--- src/rtl/mem_arb_pkg.sv ---
// rtl/mem_arb_pkg.sv - shared state encoding and direction constants for the memory port arbiter
package mem_arb_pkg;

    typedef enum logic [1:0] {
        IDLE   = 2'd0,
        ACCESS = 2'd1,
        RESP   = 2'd2
    } arb_state_t;

    localparam logic MEM_RW_READ  = 1'b1;
    localparam logic MEM_RW_WRITE = 1'b0;

endpackage

--- src/rtl/rr_arb_pick.sv ---
// rtl/rr_arb_pick.sv - combinational round-robin pick: first active request after the last winner
module rr_arb_pick #(
    parameter int NREQ  = 3,
    parameter int IDX_W = $clog2(NREQ)
) (
    input  logic [NREQ-1:0]  req,
    input  logic [IDX_W-1:0] last,
    output logic [IDX_W-1:0] winner,
    output logic             valid
);

    int               w_sum;
    logic [IDX_W-1:0] w_idx;

    // Walk offsets from farthest to nearest so the nearest active requester is written last.
    always_comb begin
        winner = '0;
        valid  = 1'b0;
        w_sum  = 0;
        w_idx  = '0;
        for (int off = NREQ; off >= 1; off--) begin
            w_sum = (int'(last) + off) % NREQ;
            w_idx = IDX_W'(w_sum);
            if (req[w_idx]) begin
                winner = w_idx;
                valid  = 1'b1;
            end
        end
    end

endmodule

--- src/rtl/mem_port_arbiter.sv ---
// rtl/mem_port_arbiter.sv - round-robin owner of the single memory port, one MFC-gated transaction per grant
// Optional ACCESS timeout enabled by defining MEM_ARB_TIMEOUT_EN.
module mem_port_arbiter
    import mem_arb_pkg::*;
#(
    parameter int NREQ    = 3,
    parameter int ADDR_W  = 16,
    parameter int DATA_W  = 16,
    parameter int TMO_CYC = 15
) (
    input  logic                     clk,
    input  logic                     rst,
    input  logic [NREQ-1:0]          req,
    input  logic [NREQ-1:0]          req_rw,
    input  logic [NREQ*ADDR_W-1:0]   req_addr,
    input  logic [NREQ*DATA_W-1:0]   req_wdata,
    output logic [NREQ-1:0]          gnt,
    output logic [NREQ-1:0]          done,
    output logic [DATA_W-1:0]        rdata,
    output logic                     err,
    output logic                     mem_en,
    output logic                     mem_rw,
    output logic [ADDR_W-1:0]        mem_addr,
    output logic [DATA_W-1:0]        mem_wdata,
    input  logic [DATA_W-1:0]        mem_rdata,
    input  logic                     mfc
);

    localparam int IDX_W = $clog2(NREQ);

    if (NREQ < 2 || NREQ > 8 || TMO_CYC < 1) begin : g_bad_param
        $error("mem_port_arbiter: parameter out of range");
    end

    arb_state_t        r_state, w_state_nxt;
    logic [IDX_W-1:0]  r_last, w_last_nxt;
    logic [IDX_W-1:0]  r_win, w_win_nxt;
    logic [NREQ-1:0]   r_gnt, w_gnt_nxt;
    logic [NREQ-1:0]   r_done, w_done_nxt;
    logic              r_err, w_err_nxt;
    logic              r_mem_en, w_mem_en_nxt;
    logic              r_mem_rw, w_mem_rw_nxt;
    logic [ADDR_W-1:0] r_mem_addr, w_mem_addr_nxt;
    logic [DATA_W-1:0] r_mem_wdata, w_mem_wdata_nxt;
    logic [DATA_W-1:0] r_rdata, w_rdata_nxt;

    logic [IDX_W-1:0]  w_pick;
    logic              w_pick_valid;
    logic [NREQ-1:0]   w_pick_onehot;
    logic [NREQ-1:0]   w_win_onehot;

`ifdef MEM_ARB_TIMEOUT_EN
    localparam int CNT_W = ($clog2(TMO_CYC + 1) > 4) ? $clog2(TMO_CYC + 1) : 4;
    logic [CNT_W-1:0]  r_cnt, w_cnt_nxt;
`endif

    rr_arb_pick #(
        .NREQ  (NREQ),
        .IDX_W (IDX_W)
    ) u_pick (
        .req    (req),
        .last   (r_last),
        .winner (w_pick),
        .valid  (w_pick_valid)
    );

    assign w_pick_onehot = NREQ'(1) << w_pick;
    assign w_win_onehot  = NREQ'(1) << r_win;

    always_ff @(posedge clk or posedge rst) begin
        if (rst) begin
            r_state     <= IDLE;
            r_last      <= IDX_W'(NREQ - 1);
            r_win       <= '0;
            r_gnt       <= '0;
            r_done      <= '0;
            r_err       <= 1'b0;
            r_mem_en    <= 1'b0;
            r_mem_rw    <= 1'b0;
            r_mem_addr  <= '0;
            r_mem_wdata <= '0;
            r_rdata     <= '0;
`ifdef MEM_ARB_TIMEOUT_EN
            r_cnt       <= '0;
`endif
        end else begin
            r_state     <= w_state_nxt;
            r_last      <= w_last_nxt;
            r_win       <= w_win_nxt;
            r_gnt       <= w_gnt_nxt;
            r_done      <= w_done_nxt;
            r_err       <= w_err_nxt;
            r_mem_en    <= w_mem_en_nxt;
            r_mem_rw    <= w_mem_rw_nxt;
            r_mem_addr  <= w_mem_addr_nxt;
            r_mem_wdata <= w_mem_wdata_nxt;
            r_rdata     <= w_rdata_nxt;
`ifdef MEM_ARB_TIMEOUT_EN
            r_cnt       <= w_cnt_nxt;
`endif
        end
    end

    always_comb begin
        w_state_nxt     = r_state;
        w_last_nxt      = r_last;
        w_win_nxt       = r_win;
        w_gnt_nxt       = r_gnt;
        w_done_nxt      = r_done;
        w_err_nxt       = r_err;
        w_mem_en_nxt    = r_mem_en;
        w_mem_rw_nxt    = r_mem_rw;
        w_mem_addr_nxt  = r_mem_addr;
        w_mem_wdata_nxt = r_mem_wdata;
        w_rdata_nxt     = r_rdata;
`ifdef MEM_ARB_TIMEOUT_EN
        w_cnt_nxt       = r_cnt;
`endif
        case (r_state)
            IDLE: begin
                if (w_pick_valid) begin
                    w_win_nxt       = w_pick;
                    w_gnt_nxt       = w_pick_onehot;
                    w_mem_en_nxt    = 1'b1;
                    w_mem_rw_nxt    = req_rw[w_pick];
                    w_mem_addr_nxt  = req_addr[w_pick*ADDR_W +: ADDR_W];
                    w_mem_wdata_nxt = req_wdata[w_pick*DATA_W +: DATA_W];
                    w_state_nxt     = ACCESS;
`ifdef MEM_ARB_TIMEOUT_EN
                    w_cnt_nxt       = '0;
`endif
                end
            end
            ACCESS: begin
                if (mfc) begin
                    if (r_mem_rw == MEM_RW_READ) begin
                        w_rdata_nxt = mem_rdata;
                    end
                    w_mem_en_nxt = 1'b0;
                    w_done_nxt   = w_win_onehot;
                    w_last_nxt   = r_win;
                    w_state_nxt  = RESP;
                end
`ifdef MEM_ARB_TIMEOUT_EN
                // Counter holds the number of ACCESS edges already spent without MFC.
                else if (r_cnt == CNT_W'(TMO_CYC - 1)) begin
                    w_mem_en_nxt = 1'b0;
                    w_done_nxt   = w_win_onehot;
                    w_err_nxt    = 1'b1;
                    w_last_nxt   = r_win;
                    w_state_nxt  = RESP;
                end else begin
                    w_cnt_nxt = r_cnt + CNT_W'(1);
                end
`endif
            end
            RESP: begin
                w_gnt_nxt   = '0;
                w_done_nxt  = '0;
                w_err_nxt   = 1'b0;
                w_state_nxt = IDLE;
            end
            default: begin
                w_state_nxt = IDLE;
            end
        endcase
    end

    assign gnt       = r_gnt;
    assign done      = r_done;
    assign err       = r_err;
    assign rdata     = r_rdata;
    assign mem_en    = r_mem_en;
    assign mem_rw    = r_mem_rw;
    assign mem_addr  = r_mem_addr;
    assign mem_wdata = r_mem_wdata;

endmodule

--- config.mk ---
export PLATFORM = sky130hd
export DESIGN_NAME = mem_port_arbiter
export DESIGN_NICKNAME = d
export VERILOG_FILES = /design/src/rtl/mem_arb_pkg.sv /design/src/rtl/rr_arb_pick.sv /design/src/rtl/mem_port_arbiter.sv
export SDC_FILE = /design/constraint.sdc
export NUM_CORES = 1
export LEC_CHECK = 0
export CAP_MARGIN = 10
export CORE_MARGIN = 8
export CORE_UTILIZATION = 36
export DETAILED_ROUTE_END_ITERATION = 10
export GPL_TIMING_DRIVEN = 0
export PLACE_DENSITY = 0.88
export SLEW_MARGIN = 20
export SYNTH_ARGS = -nofsm -noshare
export SYNTH_HDL_FRONTEND = slang
export SYNTH_HIERARCHICAL = 1
export SYNTH_SLANG_ARGS = --single-unit
--- constraint.sdc ---
create_clock -name clk -period 2.7 [get_ports clk]
set_clock_uncertainty 0.05 [all_clocks]
set_input_delay 0.54 -clock clk [delete_from_list [all_inputs] [get_ports clk]]
set_output_delay 0.54 -clock clk [all_outputs]
set_load 0.01 [all_outputs]
* Word-level counts from Yosys, hierarchy flattened
Cells that the tools add are included.
Storage, ports and cells: register bits after elaboration 62, input bits 121, word-level logic and storage cells 63
Cells by class: $add $sub $neg 3, divide/modulo/power cells 3, $lt $le $gt $ge 4, equality and inequality tests 4, shift-type cells 4, mux-type cells 24, reductions and logical operators 11
Operators with widths (number):
- $mod A32 B3 Y32 const B | 3
- $shiftx A48 B7 Y16 | 2
- $lt A2 B3 Y1 const B | 4
- $pmux W3 S2 | 2
- $mux W2 | 5
- $reduce_and A2 Y1 | 5
- $mux W1 | 9
- $bmux W1 S2 | 4
- $add A2 B2 Y3 const B | 2
- $mux W3 | 2
- $reduce_and A3 Y1 | 2
- $reduce_bool A2 Y1 | 3
- $shl A1 B2 Y3 const A | 2
- $pmux W2 S2 | 1
- $add A2 B1 Y3 const B | 1
- $eq A2 B1 Y1 const B | 1
- $eq A2 B2 Y1 const B | 1
- $logic_not A2 Y1 | 1
- $ne A2 B1 Y1 const B | 1
- $ne A2 B2 Y1 const B | 1
- $pmux W1 S2 | 1

* Depth between registers and ports, before layout
Gate-level depths: netlist of the first run.
depth after elaboration 10, mapped depth 10, gate-level depth less buffers 8

* Modules after synthesis
The synthesis of the first run kept the hierarchy.
Modules (own cells, without submodules):
- mem_port_arbiter | instances 1, cells each 284, area an instance 3173.0 µm², sequential area each 1552.7 µm²
- rr_arb_pick | instances 1, cells each 27, area an instance 191.4 µm², sequential area each 0.0 µm²

* Worst setup path before layout of the first run
Ideal clock, no wire load.
path kind reg-to-reg, start register r_last[1], end register r_mem_addr[0] (netlist: mem_addr[0]), setup time 0.124 ns, arrival 2.381 ns, slack 0.145 ns, stages on the path, launching flop included 10, buffers on the path 2, cell sequence dfstp_2 -> ha_1 -> or2_4 -> o2bb2ai_1 -> a21oi_1 -> buf_2 -> buf_2 -> mux2_2 -> a221oi_2 -> nor2_1
Between the ends: word-level cells in the longest chain between the ends 8
Ends and longest elaborated chain:
- from (decl) | RTL line mem_port_arbiter.sv:36 | logic [IDX_W-1:0] r_last, w_last_nxt;
- from (signal assigned) | RTL line mem_port_arbiter.sv:73 | r_last <= IDX_W'(NREQ - 1);
- from (signal assigned) | RTL line mem_port_arbiter.sv:88 | r_last <= w_last_nxt;
- $add A2 B2 Y3 | RTL line rr_arb_pick.sv:22 | w_sum = (int'(last) + off) % NREQ;
- $mod A32 B3 Y32 | RTL line rr_arb_pick.sv:22
- $bmux W1 S2 | RTL line rr_arb_pick.sv:24 | if (req[w_idx]) begin
- $mux W1 (implied by the code) | RTL line rr_arb_pick.sv:24
- $mux W2 (2 in a row) | RTL line rr_arb_pick.sv:24
- $mux W2 (*) | RTL line rr_arb_pick.sv:24
- net w_pick[1] | RTL line mem_port_arbiter.sv:47 | logic [IDX_W-1:0] w_pick;
- $shiftx A48 B7 Y16 (*) | RTL line mem_port_arbiter.sv:126 | w_mem_addr_nxt = req_addr[w_pick*ADDR_W +: ADDR_W];
- to (signal assigned) | RTL line mem_port_arbiter.sv:95 | r_mem_addr <= w_mem_addr_nxt;
- to (decl) | RTL line mem_port_arbiter.sv:43 | logic [ADDR_W-1:0] r_mem_addr, w_mem_addr_nxt;
The timed path passes the listed nets; every way through them passes the cells marked *. The select of a mux whose other input is x is not followed. A chain may end at the register's enable or synchronous reset.

* Final worst setup path of the first run
start register r_last[1], end register r_mem_addr[11] (netlist: mem_addr[11])
Same word-level chain as after synthesis.

==> metrics.md, run 1 <==
| Metric | Value |
|---|---|
| Outcome | `finished, final reports clean` |
| Reg2Reg Setup Slack | `0.07 ns` |
| Clock power frac | `14.1%` |
| # hold bufs at CTS | `0` |
| Critical Path Fanout Max | `7` |
| Die Area | `12700 µm²` |
| Busiest grt layer | `met2` |
| Nets | `625` |
| Worst min path class | `in2async` |
| Multi-input gate area | `1630 µm²` |
| Crit path from | `r_last[1]` |
| First-pass GRT wire length | `18.0 mm` |
| Reg-to-Reg End | `mem_addr[11]` |
| Count of state elements after synthesis | `62` |
| Reg clk slew, reported paths | `0.07 ns` |
| Post-route ant nets | `0` |
| CTS tree | `done` |
| Commonest non-fill, non-tap cells in the layout | `clkdlybuf4s50_1 (176), dfrtp_1 (61), nor2_1 (54), mux2_2 (38), a21oi_1 (28)` |
| Sequential fraction of the synthesis area | `46.2%` |
| First DRT Iteration DRCs | `65` |
| Ports | `178` |
| Synthesized instance count | `311` |
| GRT Overall Usage | `17.9%` |
| CP required | `2.86 ns` |
| GP Congestion | `0.740` |
| M1 GR Usage | `18.0%` |
| Sequential Power Share | `26.5%` |
| Synth Flop Type | `dfrtp_1` |
| Final instance area | `5580 µm²` |
| Yosys cell types | `37` |
| Number of global-route vias before repair | `3545` |
| Leakage power total | `2.30 nW` |
| H-tree depth | `3` |
| Iteration count of the initial detailed-routing pass | `5` |
| Worst vdd ir | `0.478 mV` |
| Share of post-route cells with drive strength above 1 | `22.4%` |
| Placement Rows | `35` |
| Combinational Power Share | `59.5%` |
| Routed wire per std cell | `18.4 µm` |
| Internal Power | `3.88 mW` |
| Largest net degree at the start of global routing | `58` |
| TritonCTS buffer count | `9` |
| Worst setup SP type | `register` |
| Finished Core Util | `60.9%` |
| Sink Count | `62` |
| Commonest non-fill, non-tap cell in the layout | `clkdlybuf4s50_1` |
| Initial antenna violation count | `0` |
| P per Cell Area | `1130 nW/µm²` |
| Root buffer cell | `clkbuf_8` |
| Share of flip-flops with an asynchronous set or reset | `100%` |
| Final hold viol count | `0` |
| RSZ-0062 raised after global routing | `true` |
| Endpoints failing setup | `0` |
| Endpoint class of the critical path | `register` |
| Drt total wl | `11.4 mm` |
| Yosys Warn Count | `6` |
| Worst reg2reg startpoint | `r_last[1]` |
| Core area | `9150 µm²` |
| Fillcell total | `745` |
| N_diodes | `0` |
| Worst Hold Slack | `0.385 ns` |
| Worst endpoint data arrival time | `2.79 ns` |
| Initial Utilization | `36.8%` |
| Post-Syn Nets | `436` |
| Storage element area | `1550 µm²` |
| DRC viols | `0` |
| Via count | `3095` |
| Chip height | `113 µm` |
| Worst-Skew Late Latency | `0.33 ns` |
| Syn Area/Cell | `10.8 µm²` |
| Sw Ratio | `38.4%` |
| PortBufs | `176` |
| Net Sw Power | `2.42 mW` |
| Total congestion overflow | `0` |
| Placed cell areas | `5300 µm²` |
| Slew Viols, Final | `0` |
| Grt met2 use | `33.0%` |
| Met3 usage | `5.42%` |
| FMAX | `380 MHz` |
| Syn-to-layout area delta | `65.7%` |
| CTS Buffer Depth | `2` |
| Kind of critical path | `reg2reg` |
| Maxcap violations | `0` |
| Min Tclk post-route | `2.63 ns` |
| DR vias/cell | `5.02` |
| CP endpoint | `mem_addr[11]` |
| HPWL Detailed | `9.07 mm` |
| Tcrit/Tclk final | `97.4%` |
| Syn Std Cell Area | `3360 µm²` |
| Die X | `113 µm` |
| Post-synth EDFFs | `0` |
| Cells on worst reg2reg path | `9` |
-- timing repair --
action,CTS,global route
pin swaps,0,1
hold endpoints to repair,0,0
gates resized for setup,5,16
setup endpoints to repair,17,32
setup buffers,1,0
-- worst min-delay path by stage --
stage                              end  slack, ns
after floorplan              r_last[0]       0.45
after global placement          gnt[0]       0.41
after detailed placement        gnt[0]       0.43
after CTS                 mem_addr[11]       0.37
after global routing      mem_addr[11]       0.38
final                     mem_addr[11]       0.39
-- power by group through the flow --
| stage | clock (mW) | combinational (mW) | sequential, mW |
|---|---|---|---|
| after global routing | 0.951 | 4.06 | 1.72 |
| after floorplan | 0 | 1.91 | 1.85 |
| after CTS | 0.911 | 3.70 | 1.67 |
| after detailed placement | 0 | 3.66 | 1.68 |
| final | 0.887 | 3.75 | 1.67 |
| after global placement | 0 | 3.53 | 1.65 |
-- Yosys cell counts, drive strengths merged, types with 2 or more instances --
cell / n / area [µm²]
buf: 19 / 143
clkbuf: 5 / 28.8
a22o: 2 / 17.5
or2: 14 / 90.1
inv: 9 / 33.8
nor2b: 4 / 25.0
ha: 4 / 50.1
a221oi: 20 / 269
a21oi: 29 / 145
nand2: 10 / 45.0
a32oi: 2 / 17.5
nor3b: 3 / 22.5
mux2i: 16 / 160
mux2: 38 / 428
o21ai: 6 / 30.0
nand3: 2 / 10.0
nor2: 54 / 203
dfrtp: 61 / 1530
-- worst max-delay path: stages (launching register included) --
cell	delay [ns]
dfstp_2	0.56
ha_2	0.32
or2_4	0.26
o2bb2ai_1	0.14
a21oi_2	0.18
buf_6	0.16
buf_4	0.15
mux2_2	0.34
a221oi_1	0.26
nor2_1	0.08
-- layout make-up --
| type | count | area share, % |
|---|---|---|
| Timing Repair Buffer | 178 | 32.2 |
| Multi-Input combinational cell | 216 | 29.2 |
| Sequential cell | 62 | 27.9 |
| Buffer | 24 | 3.70 |
| Tap cell | 111 | 2.49 |
| Clock buffer | 10 | 2.29 |
| Clock inverter | 6 | 1.55 |
| Inverter | 9 | 0.651 |
-- kinds of logic (layout without fill, tap and decap cells) --
logic type | after synthesis | in the layout | synth area share [%]
muxes | 54 | 54 | 17.5
adders and majority gates | 4 | 4 | 1.49
other | 1 | 1 | 0.111
AOI/OAI and AO/OA | 68 | 68 | 16.4
DFF | 62 | 62 | 46.2
buffers and inverters | 33 | 227 | 6.10
and+or+nand+nor | 89 | 89 | 12.3
-- state kept, by name (all words and copies together), names as in the netlist --
register	count
done	3
rdata	16
mem_addr	16
mem_rw	1
r_win	2
mem_en	1
r_last	2
mem_wdata	16
r_state	2
gnt	3
-- stage by stage --
stage                     setup TNS [ns]  power, mW  setup WS [ns]  instances
after CTS                              0       6.28        0.00536        616
after global routing             -0.0511       6.73        -0.0216        616
final                                  0       6.30         0.0698        616
after floorplan                        0       3.76          0.145        311
after global placement            -34.78       5.19         -0.532        598
after detailed placement           -4.20       5.34         -0.295        599
-- metal layers --
layer / wire [µm] / part of all wire (%) / vias up
met5: 0 / 0 / -
met4: 354 / 3.1 / 0
met3: 707 / 6.2 / 26
met2: 6190 / 54 / 116
met1: 4110 / 36 / 1477
li1: - / - / 1476
Power figures use the tool's default switching activity.
==> run 2: changes to the inputs <==
--- a/config.mk
+++ b/config.mk
@@ -7,10 +7,11 @@
 export LEC_CHECK = 0
 export CAP_MARGIN = 10
 export CORE_MARGIN = 8
-export CORE_UTILIZATION = 36
+export CORE_UTILIZATION = 37
+export CTS_BUF_LIST = sky130_fd_sc_hd__clkbuf_8
 export DETAILED_ROUTE_END_ITERATION = 10
 export GPL_TIMING_DRIVEN = 0
-export PLACE_DENSITY = 0.88
+export PLACE_DENSITY = 0.9
 export SLEW_MARGIN = 20
 export SYNTH_ARGS = -nofsm -noshare
 export SYNTH_HDL_FRONTEND = slang
==> run 2 against run 1 <==
Effect of this change:
- hold slack improved by 0.016 ns
- design area rose by 0.43%
- combinational power about the same
- global-route usage is 0.078 points higher
==> metrics.md, run 2 (same netlist as run 1, synthesis figures left out) <==
| Metric | Value |
|---|---|
| P per Cell Area | `1130 nW/µm² (about the same)` |
| Endpoint class of the critical path | `register (unchanged)` |
| Cells on worst reg2reg path | `9 (unchanged)` |
| HPWL Detailed | `8.96 mm (was 9.07 mm)` |
| Post-route ant nets | `0 (unchanged)` |
| Worst vdd ir | `0.513 mV (was 0.478 mV)` |
| Leakage power total | `2.32 nW (was 2.30 nW)` |
| DRC viols | `0 (unchanged)` |
| Share of post-route cells with drive strength above 1 | `22.5% (was 22.4%)` |
| Tcrit/Tclk final | `96.1% (was 97.4%)` |
| Slew Viols, Final | `0 (unchanged)` |
| GP Congestion | `0.835 (was 0.740)` |
| Chip height | `111 µm (was 113 µm)` |
| FMAX | `386 MHz (was 380 MHz)` |
| Via count | `3151 (was 3095)` |
| Reg clk slew, reported paths | `0.07 ns (about the same)` |
| CTS tree | `done (unchanged)` |
| PortBufs | `176 (unchanged)` |
| Worst endpoint data arrival time | `2.75 ns (was 2.79 ns)` |
| Worst Hold Slack | `0.401 ns (was 0.385 ns)` |
| Worst path depth | `9 (unchanged)` |
| N_diodes | `0 (unchanged)` |
| Sequential Power Share | `26.5% (about the same)` |
| Crit-path cells | `ha_4 > or2_4 > o2bb2ai_1 > a21oi_2 > buf_6 > buf_8 > mux2_2 > a221oi_2 > nor2_1 (was ha_2 > or2_4 > o2bb2ai_1 > a21oi_2 > buf_6 > buf_4 > mux2_2 > a221oi_1 > nor2_1)` |
| Combinational Power Share | `59.6% (was 59.5%)` |
| Initial Utilization | `37.3% (was 36.8%)` |
| TritonCTS buffer count | `9 (unchanged)` |
| Top delay family on crit path | `compound AO/OA/AOI/OAI gates (unchanged)` |
| Die Area | `12400 µm² (was 12700 µm²)` |
| Crit path from | `r_last[1] (unchanged)` |
| Kind of critical path | `reg2reg (unchanged)` |
| Total Power | `6.34 mW (was 6.30 mW)` |
| Die X | `111 µm (was 113 µm)` |
| Maxcap violations | `0 (unchanged)` |
| CTS Buffer Depth | `2 (unchanged)` |
| Internal Power | `3.92 mW (was 3.88 mW)` |
| Sw Ratio | `38.1% (was 38.4%)` |
| Critical Path Fanout Max | `10 (was 7)` |
| Outcome | `finished, final reports clean (unchanged)` |
| Number of global-route vias before repair | `3576 (was 3545)` |
| Final hold viol count | `0 (unchanged)` |
| Root buffer cell | `clkbuf_8 (unchanged)` |
| DR vias/cell | `5.11 (was 5.02)` |
| First-pass GRT wire length | `18.3 mm (was 18.0 mm)` |
| Reg2Reg Setup Slack | `0.11 ns (was 0.07 ns)` |
| GRT Overall Usage | `18.0% (was 17.9%)` |
| Clock power frac | `13.9% (was 14.1%)` |
| H-tree depth | `3 (unchanged)` |
| CP endpoint | `mem_addr[4] (was mem_addr[11])` |
| Routed wire per std cell | `18.5 µm (was 18.4 µm)` |
| Buf+Inv Stages, Crit Path | `2 (unchanged)` |
| Ports | `178 (unchanged)` |
| Commonest non-fill, non-tap cells in the layout | `clkdlybuf4s50_1 (176), dfrtp_1 (61), nor2_1 (54), mux2_2 (38), a21oi_1 (28) (unchanged)` |
| Reg-to-Reg End | `mem_addr[4] (was mem_addr[11])` |
| First DRT Iteration DRCs | `103 (was 65)` |
| Total congestion overflow | `0 (unchanged)` |
| Min Tclk post-route | `2.59 ns (was 2.63 ns)` |
| Iteration count of the initial detailed-routing pass | `4 (was 5)` |
| Sink Count | `62 (unchanged)` |
| Nets | `626 (was 625)` |
| Placement Rows | `35 (unchanged)` |
| Worst path max stage delay | `0.58 ns (was 0.56 ns)` |
| Endpoints failing setup | `0 (unchanged)` |
| RSZ-0062 raised after global routing | `false (was true)` |
| Syn-to-layout area delta | `66.4% (was 65.7%)` |
| # hold bufs at CTS | `0 (unchanged)` |
| Worst reg2reg startpoint | `r_last[1] (unchanged)` |
| Worst min path class | `in2async (unchanged)` |
| Worst setup SP type | `register (unchanged)` |
| CP required | `2.86 ns (about the same)` |
| Worst-Skew Late Latency | `0.32 ns (was 0.33 ns)` |
| Drt total wl | `11.4 mm (about the same)` |
| Commonest non-fill, non-tap cell in the layout | `clkdlybuf4s50_1 (unchanged)` |
| Slowest cell on crit path | `dfstp_2 (unchanged)` |
| Core area | `9020 µm² (was 9150 µm²)` |
| Initial antenna violation count | `0 (unchanged)` |
| Net Sw Power | `2.42 mW (about the same)` |
| Largest net degree at the start of global routing | `58 (unchanged)` |
run 2: how the worst min path moves through the flow:
stage / start / end / slack (ns) / cells after the start
detailed placement: mem_wdata[5] / mem_wdata[5] / 0.44 / 2
global placement: mem_wdata[6] / mem_wdata[6] / 0.43 / 2
CTS: rst / rdata[6] / 0.38 / 2
global route: rst / rdata[0] / 0.39 / 2
finish: rst / rdata[6] / 0.40 / 2
floorplan: r_win[0] / r_last[0] / 0.45 / 1
run 2: routing by layer:
| metal | global-route usage (%) | up-vias | part of all wire (%) |
|---|---|---|---|
| met5 | 0 | - | 0 |
| met4 | 5.24 | 0 | 1.7 |
| met3 | 5.75 | 16 | 6.0 |
| met2 | 32.3 | 105 | 53 |
| met1 | 19.7 | 1557 | 40 |
| li1 | - | 1473 | - |
run 2: final cells by class:
cell class	instances	area, µm²
clock buffers	10	138
plain buffers	24	198
repair buffers	179	1820
well taps	111	139
flip-flops and latches	62	1550
fillers	732	3420
inverters	9	36.3
multi-input cells	216	1640
clock inverters	6	77.6
run 2: stage by stage:
stage | area [µm²] | setup slack, ns | utilization, % | TNS, ns | cells
after global routing | 5600 | 0.0107 | 62.1 | 0 | 617
after floorplan | 3360 | 0.145 | - | 0 | 311
after global placement | 5270 | -0.523 | 58.4 | -34.51 | 598
after detailed placement | 5300 | -0.311 | 58.7 | -4.85 | 599
after CTS | 5550 | 0.00292 | 61.5 | 0 | 616
final | 5600 | 0.106 | 62.1 | 0 | 617
run 2: repair_timing:
item,in CTS,in global routing
resized for setup,7,10
setup buffers,1,1
setup endpoints to repair,28,32
pin swaps,0,2
run 2: power groups by stage:
stage               Clock, mW  Sequential (mW)  Combinational, mW
CTS                     0.907             1.67               3.75
global route            0.950             1.73               4.10
finish                  0.883             1.68               3.78
global placement            0             1.65               3.54
detailed placement          0             1.69               3.66
floorplan                   0             1.85               1.91
